[config.mk]
export PLATFORM = sky130hd
export DESIGN_NAME = icap_reg_reader
export DESIGN_NICKNAME = d
export VERILOG_FILES = /design/src/rtl/icap_reg_reader.sv
export SDC_FILE = /design/constraint.sdc
export NUM_CORES = 1
export LEC_CHECK = 0
export ABC_AREA = 1
export CAP_MARGIN = 10
export CORE_MARGIN = 2
export CORE_UTILIZATION = 30
export CTS_BUF_LIST = sky130_fd_sc_hd__clkbuf_4 sky130_fd_sc_hd__clkbuf_8
export DETAILED_ROUTE_END_ITERATION = 12
export MAX_ROUTING_LAYER = met4
export PLACE_DENSITY = 0.55
export SETUP_SLACK_MARGIN = 0.15
export SLEW_MARGIN = 20
export SYNTH_ARGS = -nofsm -noshare
export SYNTH_HDL_FRONTEND = slang
export SYNTH_SLANG_ARGS = --single-unit
[constraint.sdc]
create_clock -name clk -period 3.8 [get_ports clk]
set_input_delay 0.76 -clock clk [delete_from_list [all_inputs] [get_ports clk]]
set_output_delay 0.76 -clock clk [all_outputs]
set_load 0.05 [all_outputs]
[src/rtl/icap_reg_reader.sv]
// icap_reg_reader: reads one Spartan-6 configuration register through ICAP.
// Sequence: sync header + type-1 read command, turnaround, readback wait,
// turnaround, desync trailer, one-cycle done pulse.
// Optional macro ICAP_RD_TIMEOUT_EN: abort RD_WAIT after TIMEOUT_CYC cycles
// and report err with done; without it RD_WAIT waits for icap_busy=0 forever.
module icap_reg_reader #(
    parameter int unsigned TIMEOUT_CYC = 255
) (
    input  logic        clk,
    input  logic        rst,
    input  logic        req,
    input  logic [5:0]  reg_addr,
    output logic        busy_o,
    output logic        done,
    output logic [15:0] rdata,
    output logic        err,
    output logic        icap_ce_n,
    output logic        icap_write_n,
    output logic [15:0] icap_i,
    input  logic [15:0] icap_o,
    input  logic        icap_busy
);

    localparam int unsigned IDX_W  = 3;
    localparam int unsigned DATA_W = 16;

    typedef enum logic [2:0] {
        IDLE     = 3'd0,
        WR_HDR   = 3'd1,
        TURN_RD  = 3'd2,
        RD_WAIT  = 3'd3,
        TURN_WR  = 3'd4,
        WR_DSYNC = 3'd5,
        DONE     = 3'd6
    } state_t;

    state_t             state, state_nxt;
    logic [IDX_W-1:0]   idx, idx_nxt;
    logic [5:0]         addr_q, addr_nxt;
    logic               accept;
    logic               capture;
    logic               timeout;

    logic               ce_n_d;
    logic               write_n_d;
    logic [DATA_W-1:0]  icap_i_d;
    logic               busy_d;
    logic               done_d;

`ifdef ICAP_RD_TIMEOUT_EN
    localparam logic [7:0] TO_LAST = 8'(TIMEOUT_CYC - 1);
    logic [7:0] wait_cnt;
    logic       tout_q;
`else
    logic unused_timeout;
    assign unused_timeout = &{1'b0, 8'(TIMEOUT_CYC)};
`endif

    // Header word for index i; index 4 is the type-1 read of register a.
    function automatic logic [DATA_W-1:0] hdr_word(input logic [IDX_W-1:0] i,
                                                   input logic [5:0] a);
        case (i)
            3'd0:    hdr_word = 16'hFFFF;
            3'd1:    hdr_word = 16'hAA99;
            3'd2:    hdr_word = 16'h5566;
            3'd4:    hdr_word = {3'b001, 2'b01, a, 5'b00001};
            default: hdr_word = 16'h2000;
        endcase
    endfunction

    // Desync trailer word for index i.
    function automatic logic [DATA_W-1:0] dsync_word(input logic [IDX_W-1:0] i);
        case (i)
            3'd0:    dsync_word = 16'h30A1;
            3'd1:    dsync_word = 16'h000D;
            default: dsync_word = 16'h2000;
        endcase
    endfunction

    // State register plus datapath and registered outputs.
    always_ff @(posedge clk) begin
        if (rst) begin
            state        <= IDLE;
            idx          <= '0;
            addr_q       <= '0;
            icap_ce_n    <= 1'b1;
            icap_write_n <= 1'b0;
            icap_i       <= 16'hFFFF;
            busy_o       <= 1'b0;
            done         <= 1'b0;
            rdata        <= '0;
            err          <= 1'b0;
`ifdef ICAP_RD_TIMEOUT_EN
            wait_cnt     <= '0;
            tout_q       <= 1'b0;
`endif
        end else begin
            state        <= state_nxt;
            idx          <= idx_nxt;
            addr_q       <= addr_nxt;
            icap_ce_n    <= ce_n_d;
            icap_write_n <= write_n_d;
            icap_i       <= icap_i_d;
            busy_o       <= busy_d;
            done         <= done_d;
            if (capture) begin
                rdata <= icap_o;
            end
`ifdef ICAP_RD_TIMEOUT_EN
            wait_cnt <= (state == RD_WAIT) ? wait_cnt + 8'd1 : 8'd0;
            if (accept) begin
                tout_q <= 1'b0;
                err    <= 1'b0;
            end else begin
                if (timeout) begin
                    tout_q <= 1'b1;
                end
                if (state_nxt == DONE && tout_q) begin
                    err <= 1'b1;
                end
            end
`else
            err <= 1'b0;
`endif
        end
    end

    // Next-state, sequence index and capture decisions.
    always_comb begin
        state_nxt = state;
        idx_nxt   = idx;
        addr_nxt  = addr_q;
        accept    = 1'b0;
        capture   = 1'b0;
        timeout   = 1'b0;
        case (state)
            IDLE: begin
                if (req) begin
                    accept    = 1'b1;
                    state_nxt = WR_HDR;
                    idx_nxt   = '0;
                    addr_nxt  = reg_addr;
                end
            end
            WR_HDR: begin
                if (idx == IDX_W'(6)) begin
                    state_nxt = TURN_RD;
                    idx_nxt   = '0;
                end else begin
                    idx_nxt = idx + IDX_W'(1);
                end
            end
            TURN_RD: begin
                if (idx == IDX_W'(1)) begin
                    state_nxt = RD_WAIT;
                    idx_nxt   = '0;
                end else begin
                    idx_nxt = idx + IDX_W'(1);
                end
            end
            RD_WAIT: begin
                // idx marks that the first (ignored) RD_WAIT cycle has passed
                idx_nxt = IDX_W'(1);
                if (idx != '0 && !icap_busy) begin
                    capture   = 1'b1;
                    state_nxt = TURN_WR;
                    idx_nxt   = '0;
                end
`ifdef ICAP_RD_TIMEOUT_EN
                else if (wait_cnt == TO_LAST) begin
                    timeout   = 1'b1;
                    state_nxt = TURN_WR;
                    idx_nxt   = '0;
                end
`endif
            end
            TURN_WR: begin
                if (idx == IDX_W'(1)) begin
                    state_nxt = WR_DSYNC;
                    idx_nxt   = '0;
                end else begin
                    idx_nxt = idx + IDX_W'(1);
                end
            end
            WR_DSYNC: begin
                if (idx == IDX_W'(3)) begin
                    state_nxt = DONE;
                    idx_nxt   = '0;
                end else begin
                    idx_nxt = idx + IDX_W'(1);
                end
            end
            DONE: begin
                state_nxt = IDLE;
                idx_nxt   = '0;
            end
            default: begin
                state_nxt = IDLE;
                idx_nxt   = '0;
            end
        endcase
    end

    // Output values for the upcoming state, registered on the same edge.
    always_comb begin
        ce_n_d    = 1'b1;
        write_n_d = 1'b0;
        icap_i_d  = 16'hFFFF;
        busy_d    = 1'b0;
        done_d    = 1'b0;
        case (state_nxt)
            WR_HDR: begin
                ce_n_d   = 1'b0;
                icap_i_d = hdr_word(idx_nxt, addr_nxt);
                busy_d   = 1'b1;
            end
            TURN_RD: begin
                write_n_d = (idx_nxt == IDX_W'(1));
                busy_d    = 1'b1;
            end
            RD_WAIT: begin
                ce_n_d    = 1'b0;
                write_n_d = 1'b1;
                busy_d    = 1'b1;
            end
            TURN_WR: begin
                write_n_d = (idx_nxt == IDX_W'(0));
                busy_d    = 1'b1;
            end
            WR_DSYNC: begin
                ce_n_d   = 1'b0;
                icap_i_d = dsync_word(idx_nxt);
                busy_d   = 1'b1;
            end
            DONE: begin
                busy_d = 1'b1;
                done_d = 1'b1;
            end
            default: ;
        endcase
    end

endmodule

# --- Word-level counts from Yosys, hierarchy flattened ---
# Cells that the tools add are included.
word_totals:
  ff_bits: 48
op_classes:
  n_addsub: 1
  n_reduce_logical: 8
  muxes: 24
  n_eq_ne: 17
ops:
  columns: ["op", "n"]
  rows:
  - ["$pmux W16 S4", 1]
  - ["$pmux W16 S2", 1]
  - ["$mux W3", 10]
  - ["$pmux W14 S2", 1]
  - ["$eq A3 B3 Y1 const B", 7]
  - ["$eq A3 B2 Y1 const B", 6]
  - ["$pmux W3 S6", 1]
  - ["$pmux W3 S5", 1]
  - ["$eq A3 B1 Y1 const B", 4]
  - ["$mux W6", 2]
  - ["$logic_not A3 Y1", 2]
  - ["$mux W1", 6]
  - ["$reduce_or A6 Y1", 1]
  - ["$add A3 B1 Y3 const B", 1]
  - ["$pmux W1 S3", 1]
  - ["$reduce_bool A3 Y1", 1]
  - ["$reduce_or A3 Y1", 1]
  - ["$reduce_or A2 Y1", 1]
  - ["$logic_and A1 B1 Y1", 1]
  - ["$logic_not A1 Y1", 1]

# --- Longest topological paths before layout ---
depth:
  word_depth: 7
  ltp_mapped: 12

# --- Worst setup path before layout ---
# Ideal clock, no wire load.
synth_path:
  path_type: "in2reg"
  startpoint: "input port icap_busy"
  endpoint: "register icap_i[5]"
  setup_slack_ns: 2.125
  cell_stages: 8
  path_buffers: 0
  t_arrival_ns: 1.546
  cell_sequence: "inv_1 -> nand2_1 -> nand2_1 -> nand2_1 -> nor2_4 -> nand3_4 -> a21oi_4 -> nand3_1"
synth_via:
  elab_chain_len: 7
synth_rtl:
  columns: ["item", "line", "rtl"]
  rows:
  - ["start, declared", "21", "input logic icap_busy"]
  - ["$logic_not A1 Y1 (*)", "164", "if (idx != '0 && !icap_busy) begin"]
  - ["$logic_and A1 B1 Y1 (*)", "164", null]
  - ["$mux W1", "164", null]
  - ["$pmux W3 S5", "136", "case (state)"]
  - ["$eq A3 B3 Y1 (tied with other cells)", "62", "case (i)"]
  - ["$pmux W16 S4 or $pmux W14 S2 (tied branches)", "62, 73", null]
  - ["$pmux W16 S2 (*)", "211", "case (state_nxt)"]
  - ["end signal, assigned", "103", "icap_i <= icap_i_d;"]
  - ["end, declared", "19", "output logic [15:0] icap_i,"]
# Mark *: on every way between the ends. The rest lies on a longest branch, timed or not.
# A chain may end at the register's enable or synchronous reset.

==> results.yml <==
outcome:
  outcome: "finished clean"
drt:
  drc_errors: 0
  vias: 1747
  initialDrtViolationCount: 64
  wl_um: 4581
  wl_per_cell_um: 11.75
  avgViaCountPerCell: 4.479
  drt.antenna.violating_nets: 0
  drtPass1Iterations: 4
worst_setup_path:
  reg2regPathDepth: 10
  crit_family: "buffers and inverters"
  slowest_stage: "clkdlybuf4s50_1"
  cp_max_fo: 21
  cp.arrival_ns: 2.48
  critPathLaunchType: "input pin"
  crit_path_max_incr_delay_ns: 0.68
  critical_path_class: "input pin to flip-flop"
  cp-end-kind: "flip-flop"
  cp_num_cells: 5
  required_ns: 3.99
  path_buf_inv: 2
  crit_chain: "clkdlybuf4s50_1 > inv_1 > nand3_4 > a21oi_4 > o21ai_1"
synthesis:
  ys_seq_area_share_pct: 45.49
  synth.yosys.warnings: 0
  synth_flop_cell: "dfxtp_1"
  synth_cell_type_count: 32
  yosysTopAreaCell: "dfxtp_1"
  synth_top_area_share_pct: 45.49
  synthCells: 252
  syn_area_um2: 2024
  avgSynthCellArea_um2: 8.034
  async_reset_ff_share_pct: 0
  synth_nets: 284
  ys_seq_elements: 46
  synth_area_leaders: "dfxtp_1, nor2_1, nand2_1"
  synth_enable_flop_cells: 0
power:
  p_leak_nw: 1.174
  powerDensity_nw_per_um2: 390.7
  switching_share_pct: 28.93
  power_frac_seq_pct: 46.7
  power.switching_mw: 0.3172
  combinationalPowerShare_pct: 18.3
  clkPwrFrac_pct: 35.0
  p_int_mw: 0.7794
  ir_worst_vdd_v: 0.0001815
global_routing:
  antenna_found_initial: 0
  overflow: 0
  grt_max_degree: 22
  grt_pass1_vias: 1680
  grt_use_total_pct: 13.59
  grt_pass1_wl_um: 7714
sta:
  rsz0062_at_grt: "false"
  finalClockSkew_ns: 0.009424
  setup_violations: 0
  tightest_slew_ns: 0.5607
  holdWs_ns: 0.4939
  max_freq_ghz: 0.4362
  final.min_clock_period_ns: 2.292
  relSlewSlack_pct: 62.58
  hold_viol: 0
  finalCritPeriodShare_pct: 60.32
  slew_violations: 0
  tns_ns: 0
cells_and_area:
  multiInputGateArea_um2: 955.9
  ff_latch_area_um2: 920.9
  post-route-util_pct: 43.70
  antenna_cells: 0
  fin_area_um2: 2806
  syn_to_final_growth_pct: 38.63
  final_layout_size_suffix_gt1_share_pct: 13.74
  final_nets: 344
  fillers: 658
cts:
  htree_levels: 2
  clk_pin_slew_ns: 0.09
  cts.sinks: 46
  clk_path_buf_depth: 2
  cts_tree: "built"
  cts_resized: 0
  cts_root_buf: "clkbuf_8"
  cts_buffers: 5
  clk_latency_ns: 0.31
  cts_hold_buf: 0
  post-cts-setup-buffers: 0
floorplanning:
  die_w_um: 86.15
  coreArea_um2: 6422
  num_rows: 29
  die_h_um: 86.15
  start_util_pct: 31.52
  design.die.area_um2: 7421
  num_io_pins: 63
placed_design:
  portBuffers: 61
  gp_congestion: 0.8449
  hpwl_um: 3478
  post_dp_cell_area_um2: 2689
hold_path:
  min_path_cells: 2
  min_path_type: "flip-flop to flip-flop"
run:
  cap_violations: 0
synth_stat cells, types with 4 or more instances:
master and number:
ha_1 6, inv_2 10, inv_1 18, o21ai_1 4, nand3_2 6, dfxtp_1 46, nand3_1 8, nand2_1 36
o21ai_0 16, nand4_1 4, mux2i_1 5, nand2_2 4, nor2_1 56, nor2_2 4
logic make-up (layout without fill, tap and decap cells):
| logic type | Yosys count | after routing | share of synthesized area (%) |
|---|---|---|---|
| and+or+nand+nor | 130 | 130 | 32.20 |
| DFF | 46 | 46 | 45.49 |
| buffers and inverters | 36 | 97 | 7.292 |
| AOI/OAI and AO/OA | 28 | 28 | 8.653 |
| adders and majority gates | 6 | 6 | 3.708 |
| muxes | 5 | 5 | 2.472 |
| other | 1 | 1 | 0.1852 |
layout make-up:
class | instances | share of cell area (%)
Multi-Input combinational cell | 170 | 34.06
Timing Repair Buffer | 61 | 21.76
Inverter | 28 | 3.745
Clock buffer | 5 | 2.452
Tap cell | 77 | 3.433
Clock inverter | 3 | 1.739
Sequential cell | 46 | 32.81
per-stage QoR:
step | total power, mW | instances | worst slack, ns
after CTS | 1.110 | 390 | 1.455
after floorplan | 0.6562 | 252 | 2.125
final | 1.097 | 390 | 1.508
after detailed placement | 0.7267 | 382 | 1.120
after global routing | 1.152 | 390 | 1.306
after global placement | 0.7262 | 382 | 1.203
state kept, by name, indices dropped and copies added, names as in the netlist:
| register | cells |
|---|---|
| addr_q | 6 |
| busy_o | 1 |
| done | 1 |
| icap_ce_n | 1 |
| icap_i | 14 |
| icap_write_n | 1 |
| idx | 3 |
| rdata | 16 |
| state | 3 |
worst reg2reg max path, cell delays in order (launching register included):
cell     delay, ns
dfxtp_1       0.47
ha_1          0.22
inv_1         0.04
nor2_1        0.28
nor2_1        0.07
nand2_1       0.09
nand4_2       0.22
nor2_2        0.25
nand3_1       0.09
nand2_1       0.09
nand2_1       0.06
path summary, 6_finish.rpt:
path	startpoint	slack, ns	to
worst min-delay path	rdata[12]	0.49	rdata[12]
worst min register to register	rdata[12]	0.49	rdata[12]
worst max-delay path	rst	1.51	icap_i[8]
worst max register to register	idx[0]	1.79	icap_i[13]
power groups by stage:
stage          clock, mW  sequential [mW]  combinational, mW
2_1_floorplan          0            0.572             0.0845
3_3_place_gp           0            0.524              0.203
3_5_place_dp           0            0.523              0.203
4_1_cts            0.394            0.512              0.204
5_1_grt            0.420            0.515              0.217
6_report           0.384            0.512              0.201
cells in the final DEF, fill, tap and decap left out, types with 2 or more instances in the layout:
master	n
clkdlybuf4s50_1	61
nor2_1	56
dfxtp_1	46
nand2_1	36
inv_1	18
o21ai_0	16
inv_2	10
nand3_1	8
nand3_2	6
ha_1	6
mux2i_1	5
clkbuf_8	5
nor2_2	4
nand2_2	4
nand4_1	4
o21ai_1	4
nor2_4	3
nor3_1	3
o21ai_2	2
nand3_4	2
a21oi_4	2
layer usage:
layer / global-route usage [%] / up-vias / routed length [um]
li1: - / 917 / -
met1: 15.89 / 770 / 2133
met2: 21.71 / 53 / 2066
met3: 4.909 / 7 / 317
met4: 4.329 / 0 / 63
met5: - / - / 0
Power figures use the tool's default switching activity.
